### src/rtl/div_seq_ctrl.sv
`default_nettype none
// ============================================================================
// Module   : div_seq_ctrl
// Purpose  : Multi-cycle radix-2 restoring divider sequencer for RV32M
//            DIV/DIVU/REM/REMU. It stalls EX until a one-cycle done strobe.
// Options  : DIV_REM_FUSE_EN - keep the last result so that a repeated
//            operand pair (the DIV-then-REM idiom) finishes in one cycle.
// Revision : 1.0 - initial release
// ============================================================================
module div_seq_ctrl #(
    parameter int XLEN  = 32,
    parameter int CNT_W = 6
) (
    input  logic            clk,
    input  logic            rst,
    input  logic            start,
    input  logic [4:0]      alu_control,
    input  logic [XLEN-1:0] div_in1,
    input  logic [XLEN-1:0] div_in2,
    input  logic            flush,
    output logic [XLEN-1:0] div_out,
    output logic            done,
    output logic            busy,
    output logic            stall
);

    localparam logic [4:0] OP_DIV  = 5'b10110;
    localparam logic [4:0] OP_DIVU = 5'b10111;
    localparam logic [4:0] OP_REM  = 5'b11000;
    localparam logic [4:0] OP_REMU = 5'b11001;

    localparam logic [XLEN-1:0] INT_MIN  = {1'b1, {(XLEN-1){1'b0}}};
    localparam logic [XLEN-1:0] ALL_ONES = {XLEN{1'b1}};
    localparam logic [CNT_W-1:0] LAST_CNT = CNT_W'(XLEN - 1);

    typedef enum logic [1:0] {
        IDLE = 2'd0,
        CALC = 2'd1,
        FIN  = 2'd2
    } state_t;

    state_t state, next_state;

    // Operation decode of the shared ALU control bus
    logic valid_op, in_signed, in_is_rem;
    logic div_zero, overflow, special, hit;
    logic [XLEN-1:0] abs_in1, abs_in2, spec_quo, spec_rem;

    assign valid_op  = (alu_control == OP_DIV)  || (alu_control == OP_DIVU) ||
                       (alu_control == OP_REM)  || (alu_control == OP_REMU);
    assign in_signed = (alu_control == OP_DIV)  || (alu_control == OP_REM);
    assign in_is_rem = (alu_control == OP_REM)  || (alu_control == OP_REMU);
    assign div_zero  = (div_in2 == '0);
    assign overflow  = in_signed && (div_in1 == INT_MIN) && (div_in2 == ALL_ONES);
    assign abs_in1   = (in_signed && div_in1[XLEN-1]) ? -div_in1 : div_in1;
    assign abs_in2   = (in_signed && div_in2[XLEN-1]) ? -div_in2 : div_in2;
    assign spec_quo  = div_zero ? ALL_ONES : INT_MIN;
    assign spec_rem  = div_zero ? div_in1  : '0;
    assign special   = div_zero || overflow || hit;

    // Iteration datapath registers
    logic [XLEN-1:0]  quo, rem, dvs;
    logic [CNT_W-1:0] counter;
    logic             sign_q, sign_r, op_rem;

    // One restoring step: shift {rem, quo} left, trial-subtract the divisor
    logic [XLEN:0]   rem_sh, trial;
    logic [XLEN-1:0] quo_nxt, rem_nxt, quo_fix, rem_fix;
    logic            last_iter;

    assign rem_sh    = {rem, quo[XLEN-1]};
    assign trial     = rem_sh - {1'b0, dvs};
    assign quo_nxt   = {quo[XLEN-2:0], ~trial[XLEN]};
    assign rem_nxt   = trial[XLEN] ? rem_sh[XLEN-1:0] : trial[XLEN-1:0];
    assign quo_fix   = sign_q ? -quo_nxt : quo_nxt;
    assign rem_fix   = (sign_r && (rem_nxt != '0)) ? -rem_nxt : rem_nxt;
    assign last_iter = (counter == LAST_CNT);

`ifdef DIV_REM_FUSE_EN
    logic            cache_valid, cache_signed;
    logic [XLEN-1:0] cache_in1, cache_in2, cache_quo, cache_rem;

    assign hit = cache_valid && (div_in1 == cache_in1) &&
                 (div_in2 == cache_in2) && (in_signed == cache_signed);
`else
    assign hit = 1'b0;
`endif

    assign busy  = (state != IDLE);
    assign stall = start && valid_op && !done;

    // State register
    always_ff @(posedge clk or posedge rst) begin
        if (rst) begin
            state <= IDLE;
        end else begin
            state <= next_state;
        end
    end

    // Next-state logic; flush always wins
    always_comb begin
        next_state = state;
        case (state)
            IDLE: begin
                if (!flush && start && valid_op) begin
                    next_state = special ? FIN : CALC;
                end
            end
            CALC: begin
                if (flush) begin
                    next_state = IDLE;
                end else if (last_iter) begin
                    next_state = FIN;
                end
            end
            FIN:     next_state = IDLE;
            default: next_state = IDLE;
        endcase
    end

    // Operand latch, iteration, result register and done strobe
    always_ff @(posedge clk or posedge rst) begin
        if (rst) begin
            div_out <= '0;
            done    <= 1'b0;
            quo     <= '0;
            rem     <= '0;
            dvs     <= '0;
            counter <= '0;
            sign_q  <= 1'b0;
            sign_r  <= 1'b0;
            op_rem  <= 1'b0;
        end else begin
            done <= 1'b0;
            if (!flush) begin
                case (state)
                    IDLE: begin
                        if (start && valid_op) begin
                            if (hit) begin
`ifdef DIV_REM_FUSE_EN
                                div_out <= in_is_rem ? cache_rem : cache_quo;
`endif
                                done    <= 1'b1;
                            end else if (div_zero || overflow) begin
                                div_out <= in_is_rem ? spec_rem : spec_quo;
                                done    <= 1'b1;
                            end else begin
                                quo     <= abs_in1;
                                dvs     <= abs_in2;
                                rem     <= '0;
                                counter <= '0;
                                sign_q  <= in_signed && (div_in1[XLEN-1] ^ div_in2[XLEN-1]);
                                sign_r  <= in_signed && div_in1[XLEN-1];
                                op_rem  <= in_is_rem;
                            end
                        end
                    end
                    CALC: begin
                        quo     <= quo_nxt;
                        rem     <= rem_nxt;
                        counter <= counter + CNT_W'(1);
                        if (last_iter) begin
                            div_out <= op_rem ? rem_fix : quo_fix;
                            done    <= 1'b1;
                        end
                    end
                    default: ;
                endcase
            end
        end
    end

`ifdef DIV_REM_FUSE_EN
    // Last-result cache: key captured on accept, marked valid on completion
    always_ff @(posedge clk or posedge rst) begin
        if (rst) begin
            cache_valid  <= 1'b0;
            cache_signed <= 1'b0;
            cache_in1    <= '0;
            cache_in2    <= '0;
            cache_quo    <= '0;
            cache_rem    <= '0;
        end else if (flush) begin
            cache_valid <= 1'b0;
        end else if (state == IDLE && start && valid_op && !hit) begin
            cache_in1    <= div_in1;
            cache_in2    <= div_in2;
            cache_signed <= in_signed;
            if (div_zero || overflow) begin
                cache_quo   <= spec_quo;
                cache_rem   <= spec_rem;
                cache_valid <= 1'b1;
            end else begin
                cache_valid <= 1'b0;
            end
        end else if (state == CALC && last_iter) begin
            cache_quo   <= quo_fix;
            cache_rem   <= rem_fix;
            cache_valid <= 1'b1;
        end
    end
`endif

endmodule
`default_nettype wire

### config.mk
export PLATFORM = sky130hd
export DESIGN_NAME = div_seq_ctrl
export DESIGN_NICKNAME = d
export VERILOG_FILES = /design/src/rtl/div_seq_ctrl.sv
export SDC_FILE = /design/constraint.sdc
export NUM_CORES = 1
export LEC_CHECK = 0
export ABC_AREA = 1
export ABC_CLOCK_PERIOD_IN_PS = 9400
export CAP_MARGIN = 20
export CORE_MARGIN = 3
export CORE_UTILIZATION = 35
export CTS_CLUSTER_SIZE = 24
export DETAILED_ROUTE_END_ITERATION = 10
export PLACE_DENSITY = 0.5
export RECOVER_POWER = 50
export SLEW_MARGIN = 20
export SYNTH_ARGS = -nofsm -noshare
export SYNTH_HDL_FRONTEND = slang
export SYNTH_SLANG_ARGS = --single-unit
### constraint.sdc
create_clock -name clk -period 9.4 [get_ports clk]
set_input_delay 0.94 -clock clk [delete_from_list [all_inputs] [get_ports clk]]
set_output_delay 0.94 -clock clk [all_outputs]
set_load 0.005 [all_outputs]
; After elaboration in Yosys (flattened, before gate mapping)
; Index checks and enable logic that the tools add are counted.
[word_totals]
register_bits = 140
in_bits = 73
out_inout_bits = 35
wordCells = 93
[classes]
n_addsub = 6
eq_ne = 14
muxes = 32
n_bitwise = 4
n_reduce_logical = 27
[ops]
columns = operator, count
row1 = 2-to-1 mux 32 bit, 15
row2 = case mux 32 bit (2 select lines), 3
row3 = negation 32 bit, 4
row4 = "equality test 32 bit, second input constant", 2
row5 = subtractor 33 x 32 -> 33 bit, 1
row6 = zero test 32 bit, 1
row7 = nonzero test 32 bit, 1
row8 = 2-to-1 mux 31 bit, 1
row9 = "equality test 5 bit, second input constant", 4
row10 = 2-to-1 mux 6 bit, 2
row11 = case mux 6 bit (2 select lines), 1
row12 = logical AND 1 bit, 10
row13 = "inequality test 2 bit, second input constant", 5
row14 = 2-to-1 mux 2 bit, 4
row15 = AND reduction 4 bit, 2
row16 = "adder 6 x 1 -> 6 bit, second input constant", 1
row17 = "equality test 6 x 5 -> 1 bit, second input constant", 1
row18 = logical OR 1 bit, 6
row19 = AND reduction 5 bit, 1
row20 = 2-to-1 mux 1 bit, 4
row21 = case mux 2 bit (2 select lines), 1
row22 = nonzero test 2 bit, 2
row23 = "inequality test 3 bit, second input constant", 1
row24 = NOT 1 bit, 3
row25 = 6 further kinds, 7

; Depth between registers and ports, before layout
[depth]
depth_word = 9
ltp_mapped = 32
mapped_depth_nobuf = 30

; Worst setup path after synthesis
; Ideal clock, no wire load.
[synth_path]
path_type = register to register
from = reg quo[31]
to = reg div_out[28]
setup_ns = 0.117
t_arrival_ns = 4.003
required_ns = 9.283
setup_slack_ns = 5.281
path_stages_with_launch = 31
n_path_buf = 2
synth_period_minus_slack_ns = 4.119
path_cell_list = dfrtp_1 inv_1 ha_1 inv_1 fa_1 nand3_1 nand3_2 nand2_1 nand2_2 nand2_1 nand2_2 nand2_4 nand3_2 nand2_4 buf_6 buf_6 ha_1 nand3_1 nor3_2 nand3_1 nor2_1 nand4_1 nor2_2 nand3_1 o21ai_0 o21ai_0 or2_0 a21oi_1 nand2_1 nand2_1 nand2_1
[synth_via]
elab_chain_cells = 8
elab_cells_between_ends = 12
classes_between = add/sub (3) / mux (6) / bitwise (1) / reduce/logical (2)
[synth_lines]
columns = element, line
row1 = start: declaration, 62  ; logic [XLEN-1:0] quo, rem, dvs;
row2 = start signal: assignment, 149  ; quo <= abs_in1;
row3 = start signal: assignment, 160  ; quo <= quo_nxt;
row4 = branches (longest 5 deep; another with subtractor 33 x 32 -> 33 bit), --
row5 = 2-to-1 mux 32 bit *, 164  ; div_out <= op_rem ? rem_fix : quo_fix;
row6 = 2-to-1 mux 32 bit *, 163  ; if (last_iter) begin
row7 = case mux 32 bit (2 select lines) *, 137  ; case (state)
row8 = end signal: assignment, 146  ; div_out <= in_is_rem ? spec_rem : spec_quo;
row9 = end signal: assignment, 164
row10 = end: declaration, 21  ; output logic [XLEN-1:0] div_out,
; Every way passes the cells marked *. The select of a mux whose other input is x is not followed.
; A chain may end at the register's enable or synchronous reset.

==> impl_metrics.ini <==
[yosys]
async_flop_share_pct = 100
synth_edf_count = 0
ys.flop_type = dfrtp_1
syn_nets = 2254
ys_top_cells_by_area = dfrtp_1 (27%), nand2_1 (19%), inv_1 (9.3%), nor2_1 (6.3%), o21ai_0 (5.0%)
netlist.area_leader.share_pct = 26.9
synth_area_per_cell_um2 = 6.08
yosys_warnings = 0
synth_seq_cells = 140
synthCells = 2143
synthTopCellsByCount = nand2_1 (661), inv_1 (321), nor2_1 (219)
ys_seq_area_share_pct = 26.9
synth.distinct_cells = 51
syn-cell-area_um2 = 13000
synth_most_common_cell = nand2_1
yosys.area.top_type = dfrtp_1

[place]
port_buffers = 107
dp_hpwl_mm = 35.9
gp_congestion = 0.961
dp_worst_setup_slack_ns = 3.60
dp_cells = 2659
placed_cell_area_um2 = 14500

[cts]
clock_sinks = 140
post-cts-setup-buffer-count = 0
ctsHoldBuffers = 0
root_buffer = clkbuf_16
clkTransAtPathRegs_ns = 0.07
htree_levels = 4
cts_made_buffers = 17
clk_latency_ns = 0.44
cts_resized = 0
cts_tree = done
clockBufferDepth = 2

[sta]
clock.fmax_ghz = 0.156
final-setup-viol-count = 0
rsz0062_at_grt = false
fin_crit_sh_pct = 68.4
setup_tns_ns = 0
slew_viol_final = 143
fin_ws_ns = 2.97
finalClockSkew_ns = 0.0172
timing.final.crit_period_ns = 6.43
worst_pin_slew_ns = 3.82
finalHoldViolCount = 0
slew_headroom_pct = -156

[worst_setup_path]
crit_arrival_ns = 6.20
end_kind = asynchronous set/reset pin
crit_fanout = 79
path_class = input port to asynchronous set/reset pin
startpoint_type = input port
required_ns = 9.18

[run]
maxCapViolations = 2

[global_routing]
grt_pass1_wl_mm = 71.1
grt-ovfl-total = 0
grt_max_degree = 80
antenna_found_initial = 0
grt_pass1_vias = 12800
track_usage_pct = 23.0

[detailed_routing]
num_vias = 13500
route.antenna.remaining_nets = 0
viasPerCell = 5.02
drt_iter0_markers = 938
avgRoutedWirePerCell_um = 16.8
drc = 0
dr.pass1.iters = 5
wl_mm = 45.3

[floorplan]
num_rows = 70
die_y_um = 199
ioPinCount = 108
start_util_pct = 35.6
die_area_um2 = 39600
chipWidth_um = 199
core_area_um2 = 36600

[cells_and_area]
drive_gt1_share_pct = 5.76
antenna_cells = 0
syn2layout_area_growth_pct = 15.9
layout.cells.non_filler = 2691
design_area_um2 = 15100
nets = 2321

[power_and_ir_drop]
switchingPower_mw = 3.62
p_int_mw = 2.73
comb_power_share_pct = 70.9
power.leakage_nw = 7.57
fin_total_pwr_mw = 6.35
power_density_nw_per_um2 = 421
p_seq_share_pct = 17.4
p_clk_share_pct = 11.7
ir_drop_mv = 0.229
switching_share_pct = 57.0

[status]
status = finished, violations left
violations = max-capacitance violations, max-slew violations

[min_path]
hold_class = flip-flop to flip-flop
==> cell families (layout without fill, tap and decap cells) <==
kind of cell             count (synthesis)  count (layout)  synth area share [%]
flip-flops                             140             140                  26.9
adder cells (fa/ha/maj)                 38              38                  3.71
XOR/XNOR                                67              67                  4.51
AND/OR/NAND/NOR                       1151            1151                  37.9
AO/OA/AOI/OAI                          340             340                  14.7
buffers and inverters                  407             487                  12.3
==> cell type report <==
type / instances / area [um^2]
clock buffers: 20 / 447
repair buffers: 120 / 1170
well taps: 468 / 586
fillers: 4086 / 21500
flip-flops and latches: 140 / 3500
multi-input cells: 1596 / 7940
clock inverters: 12 / 185
inverters: 335 / 1260
==> worst max-delay path, cell delays in order <==
cell	delay [ns]
dlygate4sd3_1	0.55
clkinvlp_2	2.13
clkbuf_1	2.51
==> power groups by stage <==
| stage | sequential (mW) | clock [mW] | combinational, mW |
|---|---|---|---|
| after global routing | 1.13 | 0.790 | 5.12 |
| after global placement | 1.11 | 0 | 4.49 |
| after floorplan | 1.03 | 0 | 3.29 |
| after detailed placement | 1.11 | 0 | 4.52 |
| final | 1.10 | 0.746 | 4.50 |
| after CTS | 1.11 | 0.762 | 4.54 |
==> metrics by stage <==
step           hold slack (ns)  util, %
6_report                 0.481     41.2
3_5_place_dp             0.465     39.5
4_1_cts                  0.491     41.2
5_1_grt                  0.506     41.2
2_1_floorplan            0.453        -
3_3_place_gp             0.466     39.5
==> flip-flops by register name, indices dropped and copies added, names as in the netlist, 2 cells and up <==
signal and flops:
div_out 32, counter 6, dvs 32, state 2, rem 32, quo 32
==> cells in the final DEF (no fill, tap or decap), types with 4 or more instances in the layout <==
cell,synthesis,routed
nand3b_1,10,10
nor2_2,15,16
nor3_1,32,31
nand2_2,18,18
nand3_1,126,125
a21oi_1,106,106
or2_2,4,4
nand3_2,4,5
nand2_4,7,7
inv_1,321,320
nand2_1,661,661
dlygate4sd3_1,0,35
xnor2_1,20,20
a21oi_2,4,4
ha_1,37,37
nor4_1,4,4
bufinv_16,0,4
o21ai_0,131,131
a31oi_1,9,9
clkbuf_16,0,17
and2_1,4,4
nor3_2,7,8
o21ai_1,8,8
inv_2,11,11
dfrtp_1,140,140
nor2_4,5,6
nand4_1,30,30
o22ai_1,35,35
o211ai_1,9,9
buf_4,5,11
a22oi_1,20,20
xor2_1,47,47
clkdlybuf4s50_1,0,72
nor2_1,219,217
==> path summary, 6_finish.rpt <==
kind	cells past startpoint	slack [ns]	endpoint	startpoint
worst min-delay path	2	0.48	div_out[25]	div_out[25]
worst max-delay path	3	2.97	dvs[27]	rst
max in group clk	27	4.13	div_out[28]	dvs[0]
min in group asynchronous	2	2.09	div_out[2]	rst
worst max register to register	27	4.13	div_out[28]	dvs[0]
worst min register to register	2	0.48	div_out[25]	div_out[25]
==> routing by layer <==
| layer | share of wire (%) | GRT usage, % | vias up |
|---|---|---|---|
| li1 | - | - | 6940 |
| met1 | 49 | 33.5 | 6278 |
| met2 | 45 | 36.4 | 253 |
| met3 | 3.7 | 3.13 | 43 |
| met4 | 1.8 | 5.15 | 0 |
| met5 | 0 | 0 | - |
(Power assumes the default switching activity.)
